## src/rtl/lsq_param.sv

```systemverilog
// In-order load/store queue with operand wake-up and a single
// outstanding memory request issued from the head entry.
module lsq_param #(
  parameter int DEPTH_BIT = 3,
  parameter int ROB_BIT   = 4,
  parameter int NUM_CDB   = 2
) (
  input  logic                       clk,
  input  logic                       rst,
  input  logic                       rdy,
  input  logic                       flush,
  input  logic                       in_valid,
  input  logic [31:0]                in_r1,
  input  logic [31:0]                in_r2,
  input  logic                       in_has_dep1,
  input  logic                       in_has_dep2,
  input  logic [ROB_BIT-1:0]         in_dep1,
  input  logic [ROB_BIT-1:0]         in_dep2,
  input  logic [11:0]                in_offset,
  input  logic [ROB_BIT-1:0]         in_rob_id,
  input  logic [3:0]                 in_type,
  output logic                       full,
  input  logic [NUM_CDB-1:0]         cdb_valid,
  input  logic [NUM_CDB*ROB_BIT-1:0] cdb_rob_id,
  input  logic [NUM_CDB*32-1:0]      cdb_value,
  input  logic                       rob_empty,
  input  logic [ROB_BIT-1:0]         rob_head_id,
  output logic                       mem_req,
  output logic                       mem_we,
  output logic [2:0]                 mem_size,
  output logic [31:0]                mem_addr,
  output logic [31:0]                mem_wdata,
  input  logic                       mem_ready,
  input  logic [31:0]                mem_rdata,
  output logic                       out_valid,
  output logic [ROB_BIT-1:0]         out_rob_id,
  output logic [31:0]                out_value
);

  localparam int DEPTH = 1 << DEPTH_BIT;
  localparam logic [DEPTH_BIT:0] FULL_LVL = (DEPTH_BIT+1)'(DEPTH - 1);

  typedef enum logic [1:0] {IDLE, BUSY, DRAIN} state_t;

  state_t state_q;

  logic [DEPTH-1:0]   vld_q;
  logic [DEPTH-1:0]   hd1_q;
  logic [DEPTH-1:0]   hd2_q;
  logic [31:0]        r1_q  [DEPTH];
  logic [31:0]        r2_q  [DEPTH];
  logic [ROB_BIT-1:0] dep1_q[DEPTH];
  logic [ROB_BIT-1:0] dep2_q[DEPTH];
  logic [11:0]        off_q [DEPTH];
  logic [ROB_BIT-1:0] tag_q [DEPTH];
  logic [3:0]         typ_q [DEPTH];

  logic [DEPTH_BIT-1:0] head_q, head_d;
  logic [DEPTH_BIT-1:0] tail_q, tail_d;
  logic [DEPTH_BIT:0]   count_q, count_d;
  logic                 full_q, full_d;

  logic               mem_req_q;
  logic               mem_we_q;
  logic [2:0]         mem_size_q;
  logic [31:0]        mem_addr_q;
  logic [31:0]        mem_wdata_q;
  logic               out_valid_q;
  logic [ROB_BIT-1:0] out_rob_id_q;
  logic [31:0]        out_value_q;

  // Returns {hit, value}; later writes win, so channel 0 beats the rest
  // and our own result pulse is the lowest-priority source.
  function automatic logic [32:0] bcast(
    input logic [ROB_BIT-1:0]         tag,
    input logic [NUM_CDB-1:0]         v,
    input logic [NUM_CDB*ROB_BIT-1:0] ids,
    input logic [NUM_CDB*32-1:0]      vals,
    input logic                       ov,
    input logic [ROB_BIT-1:0]         oid,
    input logic [31:0]                oval
  );
    logic [32:0] r;
    r = '0;
    if (ov && oid == tag) r = {1'b1, oval};
    for (int i = NUM_CDB - 1; i >= 0; i--) begin
      if (v[i] && ids[i*ROB_BIT +: ROB_BIT] == tag)
        r = {1'b1, vals[i*32 +: 32]};
    end
    return r;
  endfunction

  logic [32:0]      w1 [DEPTH];
  logic [32:0]      w2 [DEPTH];
  logic [DEPTH-1:0] w1_hit;
  logic [DEPTH-1:0] w2_hit;
  logic [32:0]      bp1;
  logic [32:0]      bp2;

  always_comb begin
    for (int i = 0; i < DEPTH; i++) begin
      w1[i] = bcast(dep1_q[i], cdb_valid, cdb_rob_id, cdb_value,
                    out_valid_q, out_rob_id_q, out_value_q);
      w2[i] = bcast(dep2_q[i], cdb_valid, cdb_rob_id, cdb_value,
                    out_valid_q, out_rob_id_q, out_value_q);
      w1_hit[i] = w1[i][32] & vld_q[i] & hd1_q[i];
      w2_hit[i] = w2[i][32] & vld_q[i] & hd2_q[i];
    end
    bp1 = bcast(in_dep1, cdb_valid, cdb_rob_id, cdb_value,
                out_valid_q, out_rob_id_q, out_value_q);
    bp2 = bcast(in_dep2, cdb_valid, cdb_rob_id, cdb_value,
                out_valid_q, out_rob_id_q, out_value_q);
  end

  logic               h_vld;
  logic               h_rdy;
  logic [3:0]         h_typ;
  logic [ROB_BIT-1:0] h_tag;
  logic [31:0]        h_addr;
  logic               push;
  logic               pop;
  logic               issue;

  assign h_vld  = vld_q[head_q];
  assign h_rdy  = !hd1_q[head_q] && !hd2_q[head_q];
  assign h_typ  = typ_q[head_q];
  assign h_tag  = tag_q[head_q];
  assign h_addr = r1_q[head_q] + {{20{off_q[head_q][11]}}, off_q[head_q]};

  assign push  = in_valid && !full_q && !flush;
  assign pop   = (state_q == BUSY) && mem_ready && !flush;
  assign issue = (state_q == IDLE) && h_vld && h_rdy && !flush &&
                 (!h_typ[0] || (!rob_empty && h_tag == rob_head_id));

  always_comb begin
    head_d  = head_q;
    tail_d  = tail_q;
    count_d = count_q;
    if (pop)  head_d = head_q + 1'b1;
    if (push) tail_d = tail_q + 1'b1;
    if (push && !pop) count_d = count_q + 1'b1;
    if (pop && !push) count_d = count_q - 1'b1;
    if (flush) begin
      head_d  = '0;
      tail_d  = '0;
      count_d = '0;
    end
    full_d = (count_d >= FULL_LVL);
  end

  logic [31:0] ld_val;

  always_comb begin
    unique case (mem_size_q)
      3'b000:  ld_val = {{24{mem_rdata[7]}}, mem_rdata[7:0]};
      3'b001:  ld_val = {{16{mem_rdata[15]}}, mem_rdata[15:0]};
      3'b100:  ld_val = {24'h0, mem_rdata[7:0]};
      3'b101:  ld_val = {16'h0, mem_rdata[15:0]};
      default: ld_val = mem_rdata;
    endcase
  end

  always_ff @(posedge clk or posedge rst) begin
    if (rst) begin
      vld_q        <= '0;
      hd1_q        <= '0;
      hd2_q        <= '0;
      head_q       <= '0;
      tail_q       <= '0;
      count_q      <= '0;
      full_q       <= 1'b0;
      state_q      <= IDLE;
      mem_req_q    <= 1'b0;
      mem_we_q     <= 1'b0;
      mem_size_q   <= '0;
      mem_addr_q   <= '0;
      mem_wdata_q  <= '0;
      out_valid_q  <= 1'b0;
      out_rob_id_q <= '0;
      out_value_q  <= '0;
    end else if (rdy) begin
      head_q      <= head_d;
      tail_q      <= tail_d;
      count_q     <= count_d;
      full_q      <= full_d;
      out_valid_q <= 1'b0;
      for (int i = 0; i < DEPTH; i++) begin
        if (w1_hit[i]) hd1_q[i] <= 1'b0;
        if (w2_hit[i]) hd2_q[i] <= 1'b0;
      end
      if (flush) begin
        vld_q <= '0;
        hd1_q <= '0;
        hd2_q <= '0;
      end else begin
        if (pop) vld_q[head_q] <= 1'b0;
        if (push) begin
          vld_q[tail_q] <= 1'b1;
          hd1_q[tail_q] <= in_has_dep1 && !bp1[32];
          hd2_q[tail_q] <= in_has_dep2 && !bp2[32];
        end
      end
      unique case (state_q)
        IDLE: begin
          if (issue) begin
            state_q     <= BUSY;
            mem_req_q   <= 1'b1;
            mem_we_q    <= h_typ[0];
            mem_size_q  <= h_typ[3:1];
            mem_addr_q  <= h_addr;
            mem_wdata_q <= h_typ[0] ? r2_q[head_q] : 32'h0;
          end
        end
        BUSY: begin
          // A flush coinciding with completion has nothing left to drain.
          if (mem_ready) begin
            state_q   <= IDLE;
            mem_req_q <= 1'b0;
            if (!flush) begin
              out_valid_q  <= 1'b1;
              out_rob_id_q <= h_tag;
              out_value_q  <= mem_we_q ? 32'h0 : ld_val;
            end
          end else if (flush) begin
            state_q <= DRAIN;
          end
        end
        DRAIN: begin
          if (mem_ready) begin
            state_q   <= IDLE;
            mem_req_q <= 1'b0;
          end
        end
        default: state_q <= IDLE;
      endcase
    end
  end

  always_ff @(posedge clk) begin
    if (rdy) begin
      for (int i = 0; i < DEPTH; i++) begin
        if (w1_hit[i]) r1_q[i] <= w1[i][31:0];
        if (w2_hit[i]) r2_q[i] <= w2[i][31:0];
      end
      if (push) begin
        r1_q[tail_q]   <= (in_has_dep1 && bp1[32]) ? bp1[31:0] : in_r1;
        r2_q[tail_q]   <= (in_has_dep2 && bp2[32]) ? bp2[31:0] : in_r2;
        dep1_q[tail_q] <= in_dep1;
        dep2_q[tail_q] <= in_dep2;
        off_q[tail_q]  <= in_offset;
        tag_q[tail_q]  <= in_rob_id;
        typ_q[tail_q]  <= in_type;
      end
    end
  end

  assign full       = full_q;
  assign mem_req    = mem_req_q;
  assign mem_we     = mem_we_q;
  assign mem_size   = mem_size_q;
  assign mem_addr   = mem_addr_q;
  assign mem_wdata  = mem_wdata_q;
  assign out_valid  = out_valid_q;
  assign out_rob_id = out_rob_id_q;
  assign out_value  = out_value_q;

endmodule

```

## config.mk

```make
export PLATFORM = sky130hd
export DESIGN_NAME = lsq_param
export DESIGN_NICKNAME = d
export VERILOG_FILES = /design/src/rtl/lsq_param.sv
export SDC_FILE = /design/constraint.sdc
export NUM_CORES = 2
export LEC_CHECK = 0
export CORE_ASPECT_RATIO = 1.4
export CORE_MARGIN = 2
export CORE_UTILIZATION = 48
export DETAILED_ROUTE_END_ITERATION = 7
export GPL_TIMING_DRIVEN = 0
export HOLD_SLACK_MARGIN = 0.06
export PLACE_DENSITY = 0.78
export SETUP_SLACK_MARGIN = 0.5
export SYNTH_ARGS = -nofsm -noshare
export SYNTH_HDL_FRONTEND = slang
export SYNTH_SLANG_ARGS = --single-unit
```

## constraint.sdc

```tcl
create_clock -name clk -period 5.6 [get_ports clk]
set_clock_uncertainty 0.2 [all_clocks]
set_input_delay 0.56 -clock clk [delete_from_list [all_inputs] [get_ports clk]]
set_output_delay 0.56 -clock clk [all_outputs]
set_load 0.03 [all_outputs]
```

==> results by group <==
Status
  – Status: complete, but fails checks
  – Failing checks: design-rule violations, max-capacitance violations, max-slew violations

Synth
  – Post-synth ARST share: 0.163
  – Share of the synthesized area in the top cell type: 0.421
  – Most frequent cell after synthesis: edfxtp_1
  – Mapped Cells: 5,423
  – Yosys top cell by area: edfxtp_1
  – Seq cells post-synth: 879
  – Ys flop type: edfxtp_1
  – Net Count, Synth: 5,673
  – Synth Warn #: 0
  – Post-synth EDFFs: 736
  – Netlist cell types: 68
  – Synth area leaders: edfxtp_1 42%, a22oi_1 9.5%, dfrtp_1 6.8%, o21ai_0 6.0%, o211ai_1 5.1%
  – Commonest cells post-synth: 736 x edfxtp_1, 689 x nand2_1, 666 x a22oi_1
  – Sequential-to-total area share from yosys stat: 0.489
  – Mapped Area: 0.0526 sq mm
  – Synthesized area per cell: 9.69 sq um

Placement
  – IO Port Bufs: 244
  – Gpl congestion: 1.08
  – Hpwl dp: 235,000 microns
  – Cells after DPL: 7,161

CTS
  – Num Clock Sinks: 879
  – Clk slew on worst S/H paths: 60 ps
  – Num CTS Buffers: 88
  – Root Driver: clkbuf_16
  – Cts hold-fix bufs: 0
  – TritonCTS clock tree: done
  – Worst-Skew Late Latency: 740 ps
  – H-Tree Depth: 3
  – Buffer levels on the longest clock path: 3

Floorplan
  – Die area: 0.112 sq mm
  – Die height: 396 microns
  – Die width: 284 microns
  – Core ar.: 0.109 sq mm
  – Top-Level Pins: 318
  – Initial Utilization: 0.484
  – Site Rows: 143

Timing
  – Setup_tns: 0 ps
  – Rel. slew slack: -0.103
  – Final Cycle Share: 0.947
  – F_max: 188 MHz
  – Final Hold Fails: 0
  – Worst Tran Pin Value: 1660 ps
  – # setup viols final: 0
  – Max Slew Vio Count: 132
  – Unrepaired setup endpoints after global routing: yes
  – Min cycle time layout: 5310 ps

GRT
  – Number of global-route vias before repair: 53,816
  – Initial antenna violation count: 37
  – GRT Util Overall: 0.570
  – GRT overflow: 0
  – Largest net degree at the start of global routing: 92
  – First-pass GRT wire length: 439,000 microns

Setup path
  – Startpoint Class: input pin
  – CP Max Fanout: 11
  – Worst path cell trace: clkdlybuf4s50_1 -> xor2_1 -> nor3_1 -> and3_1 -> clkbuf_1 -> nor3_1 -> nand2b_1 -> buf_2 -> clkbuf_1 -> a21oi_1 -> o21ai_0
  – Critical Path End Type: register
  – Slowest stage delay, CP: 1030 ps
  – CP Class: in2reg
  – CP Data Arrival Time: 5500 ps
  – Worst path required time: 5800 ps
  – CP max-delay cell: a21oi_1

Power
  – Switch Pwr: 8.30 mW
  – Internal power: 13.1 mW
  – PD cells: 347 mW/mm^2
  – LEAKAGE: 21.9 nW
  – Switching share of total power: 0.387
  – Sequential Power Share: 0.365
  – Logic gate share of total power: 0.335
  – VDD IR max: 0.362 mV
  – Clock power share: 0.300

Final layout
  – Nets: 6,075
  – Register area: 0.0257 sq mm
  – Multi-input combinational cell area: 0.0244 sq mm
  – Layout Cells excl Fill: 7,376
  – Area Overhead vs Synth: 17.5%
  – Share of layout cells above drive strength 1: 0.0736
  – Core Util, Final: 0.568
  – # fillers: 9,460

Detailed routing
  – WL final: 327,000 microns
  – Vias: 56,262
  – Final ANT Viol Nets: 0
  – Initial drt markers: 10,146
  – Via density: 7.63
  – Drt first pass iters: 8
  – DRC: 2
  – WL/cell: 44.4 microns

Run
  – Max-Cap Viols: 16

Worst hold path
  – HP Class: in2async
==> timing repair <==
action                                  CTS  global route
gates resized for setup                 152            41
pin swaps                                18            17
endpoints found under the setup margin   33            41
hold endpoints to repair                  0             0
setup buffers                            12            11
==> path summary, 6_finish.rpt <==
kind                              start       endpoint  slack [ps]  depth (start not counted)
min reg2reg                mem_addr[25]   mem_addr[25]         280                          2
max                          in_dep2[3]    r2_q[6][31]         290                         11
min                                 rst  mem_wdata[28]          60                          2
min in group clk           mem_rdata[3]   out_value[3]         190                          3
max in group asynchronous           rst     count_q[0]        4000                          3
max reg2reg                        full    typ_q[2][1]         370                          8
==> registers in the layout, indices dropped and copies added, names as in the netlist, 4 cells and up <==
name	cells
count_q	4
hd2_q	8
out_value	32
tag_q	32
r1_q	256
mem_addr	32
off_q	96
typ_q	32
out_rob_id	4
dep1_q	32
r2_q	256
vld_q	8
mem_wdata	32
hd1_q	8
dep2_q	32
==> cell type report <==
cell class | instances | share of cell area
clock inverters | 54 | 0.00967
repair buffers | 312 | 0.0574
well taps | 1450 | 0.0294
flip-flops and latches | 879 | 0.416
clock buffers | 111 | 0.0382
plain buffers | 696 | 0.0503
multi-input cells | 3808 | 0.395
diodes | 26 | 0.00105
inverters | 40 | 0.00255
==> stage by stage <==
stage                     instance area [sq um]  setup slack (ps)  total power [mW]  hold slack (ps)
final                                     61700               294              21.4             57.2
after CTS                                 61400               491              20.8             78.0
after global routing                      61700               461              21.7              112
after detailed placement                  57900             -2560              14.4              269
after floorplan                           52600              1000              11.5              264
after global placement                    56800             -3250              14.3              261
==> power by group through the flow <==
stage / registers (mW) / logic [mW] / clock network, mW
2_1_floorplan: 8.44 / 3.07 / 0
3_3_place_gp: 7.92 / 6.38 / 0
3_5_place_dp: 7.93 / 6.52 / 0
4_1_cts: 7.79 / 6.69 / 6.29
5_1_grt: 7.83 / 7.32 / 6.52
6_report: 7.81 / 7.19 / 6.42
==> cells by family (layout without fill, tap and decap cells) <==
family | after synthesis | in the layout | synth area share
flip-flops | 879 | 879 | 0.489
buffers and inverters | 736 | 1213 | 0.0558
adder cells (fa/ha/maj) | 39 | 39 | 0.00943
AND/OR/NAND/NOR | 1153 | 1153 | 0.0942
XOR/XNOR | 251 | 251 | 0.0418
multiplexers | 176 | 176 | 0.0345
other | 0 | 26 | 0
AO/OA/AOI/OAI | 2189 | 2189 | 0.276
==> routing by layer <==
layer  global-route usage  vias up  wire (microns)
met3                0.241     2044           47200
met2                0.823     5991          135000
met1                0.616    26592          102000
met4                0.570       26           42000
met5              0.00431        -             218
li1                     -    21609               -
==> critical path, delay by kind of cell <==
family / cells / cell delay [ps]
buf+inv: 4 / 2420
compound gates: 2 / 1320
simple gates: 4 / 990
xor+xnor: 1 / 190
==> placed cells by master, fill, tap and decap left out, drive strengths merged, types with 124 or more instances in the layout <==
| cell type | netlist | final |
|---|---|---|
| o22ai | 161 | 161 |
| nor2 | 133 | 133 |
| clkbuf | 521 | 623 |
| xor2 | 149 | 149 |
| o211ai | 355 | 355 |
| edfxtp | 736 | 736 |
| o21ai | 673 | 673 |
| nand2 | 689 | 689 |
| dfrtp | 143 | 143 |
| a22oi | 666 | 666 |
| nor3 | 134 | 134 |
| mux2i | 168 | 168 |
| clkdlybuf4s50 | 0 | 244 |
| a21oi | 124 | 124 |
| buf | 175 | 252 |
Power figures use the tool's default switching activity.
